$ cat src/rtl/gpio_init_ctrl.sv
// Power-on sequencer for one gpio_regs block: writes DATA, CONTROL, then OEN, and then passes the port bus to the CPU.
// Define GPIO_INIT_VERIFY_EN to add CONTROL/OEN readback checks that drive a sticky init_error.
module gpio_init_ctrl #(
    parameter logic [7:0] GPIO_BASE_ADDRESS = 8'h00,
    parameter logic [7:0] INIT_DATA         = 8'h00,
    parameter logic [7:0] INIT_CONTROL      = 8'h00,
    parameter logic [7:0] INIT_OEN          = 8'h00,
    parameter logic [7:0] START_DELAY       = 8'd4
) (
    input  logic       clk,
    input  logic       reset,
    input  logic [7:0] cpu_port_id,
    input  logic [7:0] cpu_out_port,
    input  logic       cpu_write_strobe,
    input  logic       cpu_read_strobe,
    output logic [7:0] cpu_in_port,
    output logic       cpu_sleep,
    output logic [7:0] per_port_id,
    output logic [7:0] per_data_in,
    output logic       per_write_strobe,
    output logic       per_read_strobe,
    input  logic [7:0] per_data_out,
    output logic       init_done,
    output logic       init_error
);

    localparam logic [3:0] ST_DELAY    = 4'd0;
    localparam logic [3:0] ST_WR_DATA  = 4'd1;
    localparam logic [3:0] ST_WR_CTRL  = 4'd2;
    localparam logic [3:0] ST_WR_OEN   = 4'd5;
    localparam logic [3:0] ST_DONE     = 4'd8;
`ifdef GPIO_INIT_VERIFY_EN
    localparam logic [3:0] ST_RD_CTRL  = 4'd3;
    localparam logic [3:0] ST_CHK_CTRL = 4'd4;
    localparam logic [3:0] ST_RD_OEN   = 4'd6;
    localparam logic [3:0] ST_CHK_OEN  = 4'd7;
`endif

    localparam logic [7:0] ADDR_OEN  = GPIO_BASE_ADDRESS;
    localparam logic [7:0] ADDR_DATA = GPIO_BASE_ADDRESS + 8'd1;
    localparam logic [7:0] ADDR_CTRL = GPIO_BASE_ADDRESS + 8'd2;

    logic [3:0] state_r;
    logic [3:0] state_s;
    logic [7:0] delay_cnt_r;
    logic       armed_r;
    logic       init_done_r;
    logic       cpu_sleep_r;

    // Start-up delay counter; the first edge after reset only arms it, so DELAY spans START_DELAY full cycles
    always_ff @(posedge clk or posedge reset) begin
        if (reset) begin
            armed_r     <= 1'b0;
            delay_cnt_r <= START_DELAY;
        end else if (state_r == ST_DELAY && armed_r && delay_cnt_r > 8'd1) begin
            armed_r     <= 1'b1;
            delay_cnt_r <= delay_cnt_r - 8'd1;
        end else begin
            armed_r     <= 1'b1;
            delay_cnt_r <= delay_cnt_r;
        end
    end

    // Next-state logic of the init sequence
    always_comb begin
        state_s = state_r;
        case (state_r)
            ST_DELAY: begin
                if (armed_r && delay_cnt_r <= 8'd1) begin
                    state_s = ST_WR_DATA;
                end else begin
                    state_s = ST_DELAY;
                end
            end
            ST_WR_DATA:  state_s = ST_WR_CTRL;
`ifdef GPIO_INIT_VERIFY_EN
            ST_WR_CTRL:  state_s = ST_RD_CTRL;
            ST_RD_CTRL:  state_s = ST_CHK_CTRL;
            ST_CHK_CTRL: state_s = ST_WR_OEN;
            ST_WR_OEN:   state_s = ST_RD_OEN;
            ST_RD_OEN:   state_s = ST_CHK_OEN;
            ST_CHK_OEN:  state_s = ST_DONE;
`else
            ST_WR_CTRL:  state_s = ST_WR_OEN;
            ST_WR_OEN:   state_s = ST_DONE;
`endif
            ST_DONE:     state_s = ST_DONE;
            default:     state_s = ST_DELAY;
        endcase
    end

    // State register plus registered handover flags, which track entry into DONE
    always_ff @(posedge clk or posedge reset) begin
        if (reset) begin
            state_r     <= ST_DELAY;
            init_done_r <= 1'b0;
            cpu_sleep_r <= 1'b1;
        end else begin
            state_r     <= state_s;
            init_done_r <= (state_s == ST_DONE);
            cpu_sleep_r <= (state_s != ST_DONE);
        end
    end

    // Port-bus ownership: sequencer drives from state and constants; the CPU is connected only in DONE
    always_comb begin
        per_port_id      = 8'h00;
        per_data_in      = 8'h00;
        per_write_strobe = 1'b0;
        per_read_strobe  = 1'b0;
        case (state_r)
            ST_WR_DATA: begin
                per_port_id      = ADDR_DATA;
                per_data_in      = INIT_DATA;
                per_write_strobe = 1'b1;
            end
            ST_WR_CTRL: begin
                per_port_id      = ADDR_CTRL;
                per_data_in      = INIT_CONTROL;
                per_write_strobe = 1'b1;
            end
            ST_WR_OEN: begin
                per_port_id      = ADDR_OEN;
                per_data_in      = INIT_OEN;
                per_write_strobe = 1'b1;
            end
`ifdef GPIO_INIT_VERIFY_EN
            ST_RD_CTRL: begin
                per_port_id     = ADDR_CTRL;
                per_read_strobe = 1'b1;
            end
            ST_RD_OEN: begin
                per_port_id     = ADDR_OEN;
                per_read_strobe = 1'b1;
            end
`endif
            ST_DONE: begin
                per_port_id      = cpu_port_id;
                per_data_in      = cpu_out_port;
                per_write_strobe = cpu_write_strobe;
                per_read_strobe  = cpu_read_strobe;
            end
            default: begin
                per_port_id      = 8'h00;
                per_data_in      = 8'h00;
                per_write_strobe = 1'b0;
                per_read_strobe  = 1'b0;
            end
        endcase
    end

`ifdef GPIO_INIT_VERIFY_EN
    logic init_error_r;
    logic chk_fail_s;

    // Readback compare; the peripheral registered data_out on the preceding RD edge
    always_comb begin
        chk_fail_s = 1'b0;
        case (state_r)
            ST_CHK_CTRL: chk_fail_s = (per_data_out != INIT_CONTROL);
            ST_CHK_OEN:  chk_fail_s = (per_data_out != INIT_OEN);
            default:     chk_fail_s = 1'b0;
        endcase
    end

    // Sticky error flag, cleared only by reset
    always_ff @(posedge clk or posedge reset) begin
        if (reset) begin
            init_error_r <= 1'b0;
        end else begin
            init_error_r <= init_error_r | chk_fail_s;
        end
    end

    assign init_error = init_error_r;
`else
    assign init_error = 1'b0;
`endif

    assign cpu_in_port = per_data_out;
    assign cpu_sleep   = cpu_sleep_r;
    assign init_done   = init_done_r;

endmodule

$ cat config.mk
export PLATFORM = sky130hd
export DESIGN_NAME = gpio_init_ctrl
export DESIGN_NICKNAME = d
export VERILOG_FILES = /design/src/rtl/gpio_init_ctrl.sv
export SDC_FILE = /design/constraint.sdc
export NUM_CORES = 1
export LEC_CHECK = 0
export CAP_MARGIN = 0
export CELL_PAD_IN_SITES_DETAIL_PLACEMENT = 1
export CELL_PAD_IN_SITES_GLOBAL_PLACEMENT = 2
export CORE_UTILIZATION = 18
export CTS_BUF_LIST = sky130_fd_sc_hd__clkbuf_4
export CTS_CLUSTER_DIAMETER = 200
export CTS_CLUSTER_SIZE = 14
export DETAILED_ROUTE_END_ITERATION = 10
export GPL_TIMING_DRIVEN = 1
export PLACE_DENSITY_LB_ADDON = 0.1
export SYNTH_ARGS = -nofsm -noshare
export SYNTH_HDL_FRONTEND = slang
export SYNTH_SLANG_ARGS = --single-unit
$ cat constraint.sdc
create_clock -name clk -period 1.8 [get_ports clk]
set_input_delay 0.54 -clock clk [delete_from_list [all_inputs] [get_ports clk]]
set_output_delay 0.54 -clock clk [all_outputs]
set_load 0.01 [all_outputs]
==> results of run 1 <==
==> metal layers <==
| metal | track usage (%) | routed length, um | vias up |
|---|---|---|---|
| li1 | - | - | 410 |
| met1 | 12.96 | 1079 | 414 |
| met2 | 21.60 | 1504 | 36 |
| met3 | 2.917 | 190 | 2 |
| met4 | 4.357 | 21 | 0 |
| met5 | 0 | 0 | - |
==> repair_timing <==
item	4_1_cts	5_1_grt
cloned	1	0
setup buffers	8	0
setup endpoints to repair	19	22
gates resized for setup	105	18
pin swaps	18	4
==> registers in the layout, summed over array words and instances (netlist names) <==
signal	flops
init_done	1
delay_cnt_r	8
armed_r	1
state_r	4
cpu_sleep	1
==> synth_stat cells, types with 2 or more instances <==
master / n
sky130_fd_sc_hd__conb_1: 2
sky130_fd_sc_hd__nor4b_1: 2
sky130_fd_sc_hd__inv_1: 6
sky130_fd_sc_hd__nand3_1: 2
sky130_fd_sc_hd__buf_4: 9
sky130_fd_sc_hd__a21o_1: 2
sky130_fd_sc_hd__mux2_2: 2
sky130_fd_sc_hd__and2_1: 15
sky130_fd_sc_hd__nand2_1: 6
sky130_fd_sc_hd__dfrtp_1: 13
sky130_fd_sc_hd__mux2i_1: 2
sky130_fd_sc_hd__nor3_1: 9
sky130_fd_sc_hd__ha_1: 2
sky130_fd_sc_hd__dfstp_2: 2
sky130_fd_sc_hd__nor2b_1: 2
sky130_fd_sc_hd__nor2_1: 7
==> area by class of cell <==
class	count	area [sq um]	area share, %
Clock buffer	4	30.03	1.868
Inverter	6	22.52	1.401
Multi-Input combinational cell	64	504.2	31.36
Sequential cell	15	380.4	23.66
Tap cell	67	83.83	5.214
Timing Repair Buffer	60	586.8	36.50
==> through the flow <==
step                setup WS [ns]  total power, uW  setup TNS, ns  area, sq um
floorplan                 0.02270            749.8              0        903.4
global placement          -0.5625             1200         -6.950         1424
detailed placement        -0.5825             1206         -6.989         1424
finish                    -0.3662             1556         -5.983         1608
CTS                       -0.4398             1539         -6.734         1569
global route              -0.4341             1666         -7.358         1608
==> logic make-up after synthesis <==
kind of cell               count (synthesis)  share of synthesized area, %
buffers and inverters                     16                         10.56
and+or+nand+nor                           47                         31.13
other                                      2                        0.8454
AOI/OAI and AO/OA                          7                         5.351
muxes                                      4                         4.789
DFF                                       15                         42.53
adders and majority gates                  2                         2.816
xor gates and xnor gates                   2                         1.972
==> how the worst max path moves through the flow <==
stage / startpoint / end / slack [ns]
6_report: state_r[2] / per_port_id[2] / -0.37
3_5_place_dp: cpu_write_strobe / per_write_strobe / -0.58
2_1_floorplan: state_r[1] / per_data_in[4] / 0.02
4_1_cts: state_r[0] / per_data_in[7] / -0.44
3_3_place_gp: cpu_write_strobe / per_write_strobe / -0.56
5_1_grt: state_r[2] / per_port_id[7] / -0.43
==> power breakdown <==
| part | switching [uW] | total (uW) | internal (uW) |
|---|---|---|---|
| clock network | 108 | 209 | 101 |
| registers | 70.1 | 465 | 395 |
| logic | 355 | 882 | 527 |
==> layout by cell type, fill, tap and decap left out <==
cell / n
sky130_fd_sc_hd__a21o_1: 2
sky130_fd_sc_hd__a21o_2: 1
sky130_fd_sc_hd__a21oi_1: 1
sky130_fd_sc_hd__a22oi_1: 1
sky130_fd_sc_hd__a31oi_1: 1
sky130_fd_sc_hd__and2_4: 15
sky130_fd_sc_hd__buf_2: 3
sky130_fd_sc_hd__buf_4: 15
sky130_fd_sc_hd__buf_6: 20
sky130_fd_sc_hd__clkbuf_16: 1
sky130_fd_sc_hd__clkbuf_4: 4
sky130_fd_sc_hd__clkdlybuf4s50_1: 20
sky130_fd_sc_hd__conb_1: 2
sky130_fd_sc_hd__dfrtp_1: 11
sky130_fd_sc_hd__dfrtp_2: 2
sky130_fd_sc_hd__dfstp_2: 2
sky130_fd_sc_hd__dlygate4sd2_1: 1
sky130_fd_sc_hd__ha_1: 2
sky130_fd_sc_hd__inv_1: 6
sky130_fd_sc_hd__mux2_2: 2
sky130_fd_sc_hd__mux2i_1: 2
sky130_fd_sc_hd__nand2_1: 5
sky130_fd_sc_hd__nand2_2: 1
sky130_fd_sc_hd__nand3_1: 2
sky130_fd_sc_hd__nand4b_1: 1
sky130_fd_sc_hd__nor2_1: 6
sky130_fd_sc_hd__nor2_4: 1
sky130_fd_sc_hd__nor2b_2: 1
sky130_fd_sc_hd__nor2b_4: 1
sky130_fd_sc_hd__nor3_1: 6
sky130_fd_sc_hd__nor3_2: 3
sky130_fd_sc_hd__nor4_4: 1
sky130_fd_sc_hd__nor4b_1: 1
sky130_fd_sc_hd__nor4b_4: 1
sky130_fd_sc_hd__o21ai_1: 1
sky130_fd_sc_hd__or3_2: 1
sky130_fd_sc_hd__or4_4: 1
sky130_fd_sc_hd__xnor2_1: 1
sky130_fd_sc_hd__xor2_1: 1
==> worst min-delay path: stages <==
cell and delay (ns):
sky130_fd_sc_hd__clkdlybuf4s50_1 0.40, sky130_fd_sc_hd__inv_1 0.05, sky130_fd_sc_hd__buf_4 0.23
==> out/metrics.csv, run 1 <==
stage,metric,value,unit
status,status,"finished, violations left",
status,violations in the final reports,negative setup slack,
sta,hold violation count in the final report,0,
cts,maximum buffer depth of the clock tree,2,
cts,clock-pin slew on the worst setup and hold paths,0.09,ns
synthesis,sequential area share after synthesis,42.54,%
die,placeable core region,4723,sq um
critical_path,cell-by-cell listing of the critical path,"nor4b_4, clkbuf_16, buf_6, and2_4, buf_6",
cts,master cell of the clock root buffer,sky130_fd_sc_hd__clkbuf_4,
synthesis,yosys warns,0,
die,area of the die,5220,sq um
synthesis,count of flip-flops with a built-in enable after synthesis,0,
sta,final clock period utilization by the worst path,120.3,%
grt,global-route wire length before repair,4643,um
sta,number of slew-limit violations in the final report,0,
sta,fin crit period,2.166,ns
synthesis,Most used DFF post-synth,sky130_fd_sc_hd__dfrtp_1,
die,height of the die,72.25,um
critical_path,type of the worst setup path,flop to output pin,
drt,total via count in the routed design,862,
synthesis,post-synth design cell area,888.4,sq um
drt,detailed-router iteration count before antenna repair,2,
pwr,worst ir drop on vdd,331.2,uV
critical_path,Worst setup SP type,flop,
placed_design,count of buffers inserted at the top-level ports,39,
placed_design,"number of placed instances, taps included",205,
critical_path,FF-to-FF Start,state_r[0],
pwr,PwrDens,967.7,nW/um^2
synthesis,number of nets in the synthesized netlist,125,
critical_path,CP max stage cell,sky130_fd_sc_hd__dfrtp_1,
cts,clock tree from TritonCTS,built,
grt,largest net degree at the start of global routing,16,
synthesis,synth unique cells,28,
pwr,Leak,0.0007812,uW
die,effective utilization at floorplan,18.81,%
critical_path,"Max FO, Critical Path",5,
finish,end-of-flow core utilization,34.04,%
sta,Final Worst Setup Slack,-0.3662,ns
placed_design,Final GP Congestion,0.7644,
critical_path,FF-to-FF End,delay_cnt_r[5],
finish,share of cells above drive strength 1,51.01,%
synthesis,register bit total from synthesis,15,
die,row cnt,25,
cts,clock buffer count from CTS,3,
critical_path,largest incremental delay on the critical path,0.49,ns
cts,clk_lat worst skew,0.28,ns
finish,Layout Area Growth over Synthesis,80.99,%
grt,vias in the first global route,1012,
synthesis,Yosys top cell area share,36.62,%
synthesis,Async SR Flop Fraction,100.0,%
critical_path,logic depth of the worst register-to-register path,6,
synthesis,count of mapped cells out of synthesis,95,
critical_path,logic depth of the worst setup path including buffers,5,
sta,Peak Freq,0.4616,GHz
critical_path,critical path capture point type,output pin,
sta,final setup skew,0.007205,ns
synthesis,ranking of synthesized cells by area,"sky130_fd_sc_hd__dfrtp_1 (37%), sky130_fd_sc_hd__and2_1 (11%), sky130_fd_sc_hd__buf_4 (7.6%), sky130_fd_sc_hd__dfstp_2 (5.9%), sky130_fd_sc_hd__nor3_1 (5.1%)",
cts,number of buffers inserted for hold repair after clock tree synthesis,0,
critical_path,data arrival at the endpoint of the critical path,1.63,ns
drt,Routed wire per std cell,12.94,um
drt,DRT antenna net count,0,
drt,number of DRC markers in iteration 0,15,
cts,count of clock tree sinks,15,
drt,Final Routed Wirelength,2795,um
sta,setup repair after global routing missed its margin,yes,
cts,CTS HTree Levels,1,
run,number of maximum-capacitance constraint violations,0,
drt,residual DRC count,0,
finish,Finished Layout Cells,216,
grt,antenna violations before repair,0,
sta,final hold slack,0.5567,ns
finish,net count reported at finish,180,
die,number of top-level pins,57,
critical_path,most prevalent standard cell on the critical path,sky130_fd_sc_hd__buf_6,
grt,global route overflow,0,
critical_path,minimum setup slack among reg-to-reg paths,0.08,ns
synthesis,cell type with the highest aggregate area in the netlist,sky130_fd_sc_hd__dfrtp_1,
critical_path,Critical Path RT,1.26,ns
die,Die X-Extent,72.25,um
critical_path,largest delay contributor family on the critical path,flip-flops,
synthesis,Mean Syn Cell Area,9.351,sq um
min_path,HP Class,primary input to asynchronous set/reset pin,
finish,filler instances,546,
finish,Diodes inserted,0,
placed_design,half-perimeter wire length after detailed placement,2161,um
grt,total routing usage reported by global routing,11.74,%
sta,endpoints failing setup,18,
drt,average via count per standard cell,3.991,
critical_path,buffer and inverter count on the worst path,3,
No activity file was read; power rests on OpenSTA's default activity.
==> inputs of run 2 (changes only) <==
--- a/config.mk
+++ b/config.mk
@@ -5,10 +5,11 @@
 export SDC_FILE = /design/constraint.sdc
 export NUM_CORES = 1
 export LEC_CHECK = 0
+export ABC_AREA = 1
 export CAP_MARGIN = 0
 export CELL_PAD_IN_SITES_DETAIL_PLACEMENT = 1
 export CELL_PAD_IN_SITES_GLOBAL_PLACEMENT = 2
-export CORE_UTILIZATION = 18
+export CORE_UTILIZATION = 19
 export CTS_BUF_LIST = sky130_fd_sc_hd__clkbuf_4
 export CTS_CLUSTER_DIAMETER = 200
 export CTS_CLUSTER_SIZE = 14
==> run 2 against run 1 <==
Effect of this change:
- wire length grew 10%
- clock power about the same
- the run still ends with negative setup slack left
- first-iteration DRC count rose by 150%
- synthesized cell count grew 52%
==> out/metrics.csv, run 2 <==
stage,metric,value,unit
sta,number of slew-limit violations in the final report,0,
finish,"leading cell types in the layout, fill and taps excluded","sky130_fd_sc_hd__nand2_1 (37), sky130_fd_sc_hd__inv_1 (26), sky130_fd_sc_hd__clkdlybuf4s50_1 (20)",
pwr,PwrDens,866.9,nW/um^2
finish,share of cells above drive strength 1,38.81,%
drt,total via count in the routed design,1028,
status,violations in the final reports,negative setup slack,
drt,Routed wire per std cell,11.28,um
synthesis,most instantiated library cell after synthesis,sky130_fd_sc_hd__nand2_1,
finish,Diodes inserted,0,
pwr,Total Power,1497,uW
sta,final setup skew,0.002809,ns
synthesis,Async SR Flop Fraction,100.0,%
critical_path,CP max stage cell,sky130_fd_sc_hd__dfrtp_1,
synthesis,sequential area share after synthesis,34.91,%
grt,antenna violations before repair,0,
finish,max reg flops,8,
grt,global-route wire length before repair,5319,um
pwr,worst ir drop on vdd,397.5,uV
run,number of maximum-capacitance constraint violations,0,
critical_path,data arrival at the endpoint of the critical path,1.50,ns
placed_design,count of buffers inserted at the top-level ports,39,
grt,vias in the first global route,1145,
synthesis,count of flip-flops with a built-in enable after synthesis,0,
synthesis,number of nets in the synthesized netlist,174,
status,status,"finished, violations left",
grt,total routing usage reported by global routing,11.55,%
cts,clock-pin slew on the worst setup and hold paths,0.10,ns
sta,fin crit period,2.035,ns
die,placeable core region,5507,sq um
critical_path,Critical Path RT,1.26,ns
die,effective utilization at floorplan,19.65,%
drt,average via count per standard cell,3.766,
grt,largest net degree at the start of global routing,16,
critical_path,"Max FO, Critical Path",5,
finish,filler instances,675,
critical_path,critical path capture point type,output pin,
drt,DRT antenna net count,0,
synthesis,Yosys top cell area share,30.06,%
drt,number of DRC markers in iteration 0,37,
grt,global route overflow,0,
finish,leading registers by flop count,"delay_cnt_r (8), state_r (4)",
cts,count of clock tree sinks,15,
sta,setup repair after global routing missed its margin,yes,
synthesis,register bit total from synthesis,15,
critical_path,type of the worst setup path,flop to output pin,
drt,residual DRC count,0,
critical_path,logic depth of the worst register-to-register path,12,
sta,Setup TNS Final,-3.716,ns
min_path,worst hold stages,2,
finish,largest register by flop count,delay_cnt_r,
sta,endpoints failing setup,18,
synthesis,count of mapped cells out of synthesis,144,
placed_design,pre-CTS worst setup slack,-0.4583,ns
pwr,Leak,0.0009304,uW
synthesis,ranking of synthesized cells by area,"sky130_fd_sc_hd__dfrtp_1 (30%), sky130_fd_sc_hd__nand2_1 (14%), sky130_fd_sc_hd__nor2_4 (14%), sky130_fd_sc_hd__inv_1 (9.0%), sky130_fd_sc_hd__buf_4 (6.2%)",
synthesis,Mean Syn Cell Area,7.516,sq um
cts,CTS HTree Levels,1,
finish,net count reported at finish,232,
synthesis,Most used DFF post-synth,sky130_fd_sc_hd__dfrtp_1,
sta,Peak Freq,0.4914,GHz
placed_design,half-perimeter wire length after detailed placement,2302,um
critical_path,Worst setup SP type,flop,
die,number of top-level pins,57,
cts,clock tree from TritonCTS,built,
sta,final clock period utilization by the worst path,113.1,%
finish,multi-input gate area in the final layout,540.5,sq um
critical_path,cell-by-cell listing of the critical path,"nor2_2, nand2_2, nor2_4, inv_4, buf_6, nor2_1, buf_2",
finish,area occupied by registers,377.9,sq um
drt,Final Routed Wirelength,3080,um
cts,clk_lat worst skew,0.29,ns
finish,Layout Area Growth over Synthesis,59.54,%
cts,master cell of the clock root buffer,sky130_fd_sc_hd__clkbuf_4,
synthesis,yosys warns,0,
synthesis,post-synth design cell area,1082,sq um
min_path,HP Class,flop to flop,
cts,maximum buffer depth of the clock tree,2,
placed_design,Final GP Congestion,0.6746,
drt,detailed-router iteration count before antenna repair,3,
die,height of the die,77.48,um
finish,"commonest non-fill, non-tap cell in the layout",sky130_fd_sc_hd__nand2_1,
synthesis,synth unique cells,22,
die,row cnt,27,
synthesis,cell type with the highest aggregate area in the netlist,sky130_fd_sc_hd__dfrtp_1,
die,Die X-Extent,77.48,um
critical_path,largest incremental delay on the critical path,0.41,ns
synthesis,cell types with the highest counts after synthesis,"sky130_fd_sc_hd__nand2_1 (41), sky130_fd_sc_hd__inv_1 (26), sky130_fd_sc_hd__dfrtp_1 (13), sky130_fd_sc_hd__nor2_4 (13), sky130_fd_sc_hd__nor2_1 (12)",
die,area of the die,6002,sq um
sta,hold violation count in the final report,0,
sta,Final Worst Setup Slack,-0.2352,ns
cts,clock buffer count from CTS,3,
[run 2: worst paths after layout]
kind,from,end,slack [ns]
min in group asynchronous,reset,init_done,0.56
worst max-delay path,state_r[1],per_data_in[1],-0.24
worst min register to register,delay_cnt_r[0],delay_cnt_r[0],0.52
worst max register to register,state_r[1],delay_cnt_r[7],0.13
max in group asynchronous,reset,delay_cnt_r[2],0.99
worst min-delay path,delay_cnt_r[0],delay_cnt_r[0],0.52
[run 2: kinds of logic (layout without fill, tap and decap cells)]
kind of cell | after synthesis | count (layout) | share of synthesized area, %
compound gates | 3 | 3 | 1.387
simple gates | 80 | 80 | 40.58
other cells | 2 | 2 | 0.6939
fa+ha+maj | 2 | 2 | 2.312
buf+inv | 39 | 96 | 17.69
flops | 15 | 15 | 34.91
xor+xnor | 3 | 3 | 2.428
[run 2: report_power, final]
| part | switching, uW | leakage [uW] | internal [uW] |
|---|---|---|---|
| Sequential | 30.3 | 0.000197 | 393 |
| Combinational | 389 | 0.000716 | 479 |
| Clock | 124 | 0.0000177 | 82.7 |
[run 2: final cells by class]
class / count / area share [%]
well taps: 72 / 5.217
flip-flops and latches: 15 / 21.88
repair buffers: 63 / 33.55
clock inverters: 1 / 0.2899
inverters: 29 / 6.449
clock buffers: 3 / 1.304
multi-input cells: 90 / 31.30
[run 2: repair_timing]
action,in CTS,in global routing
cloned,1,0
setup endpoints to repair,19,26
hold buffers,0,0
pin swaps,3,7
buffers inserted,8,3
gates resized for setup,92,4
[run 2: critical path, delay by kind of cell, from the launching register on]
family / cells / cell delay [ns]
buffers and inverters: 3 / 0.36
flip-flops: 1 / 0.41
AND/OR/NAND/NOR: 4 / 0.44
[run 2: layer usage]
layer	up-vias	routed length, um	global-route usage [%]
met3	6	262	4.235
met4	0	80	6.981
met2	41	1475	19.38
met1	461	1261	12.31
met5	-	0	0
li1	520	-	-
[run 2: metrics by stage]
| stage | hold slack (ns) | instances | cell area (sq um) | utilization, % |
|---|---|---|---|---|
| 2_1_floorplan | 0.4400 | 144 | 1082 | - |
| 3_3_place_gp | 0.4943 | 257 | 1583 | 28.74 |
| 3_5_place_dp | 0.4940 | 257 | 1583 | 28.74 |
| 4_1_cts | 0.5188 | 270 | 1692 | 30.72 |
| 5_1_grt | 0.5520 | 273 | 1727 | 31.36 |
| 6_report | 0.5164 | 273 | 1727 | 31.36 |
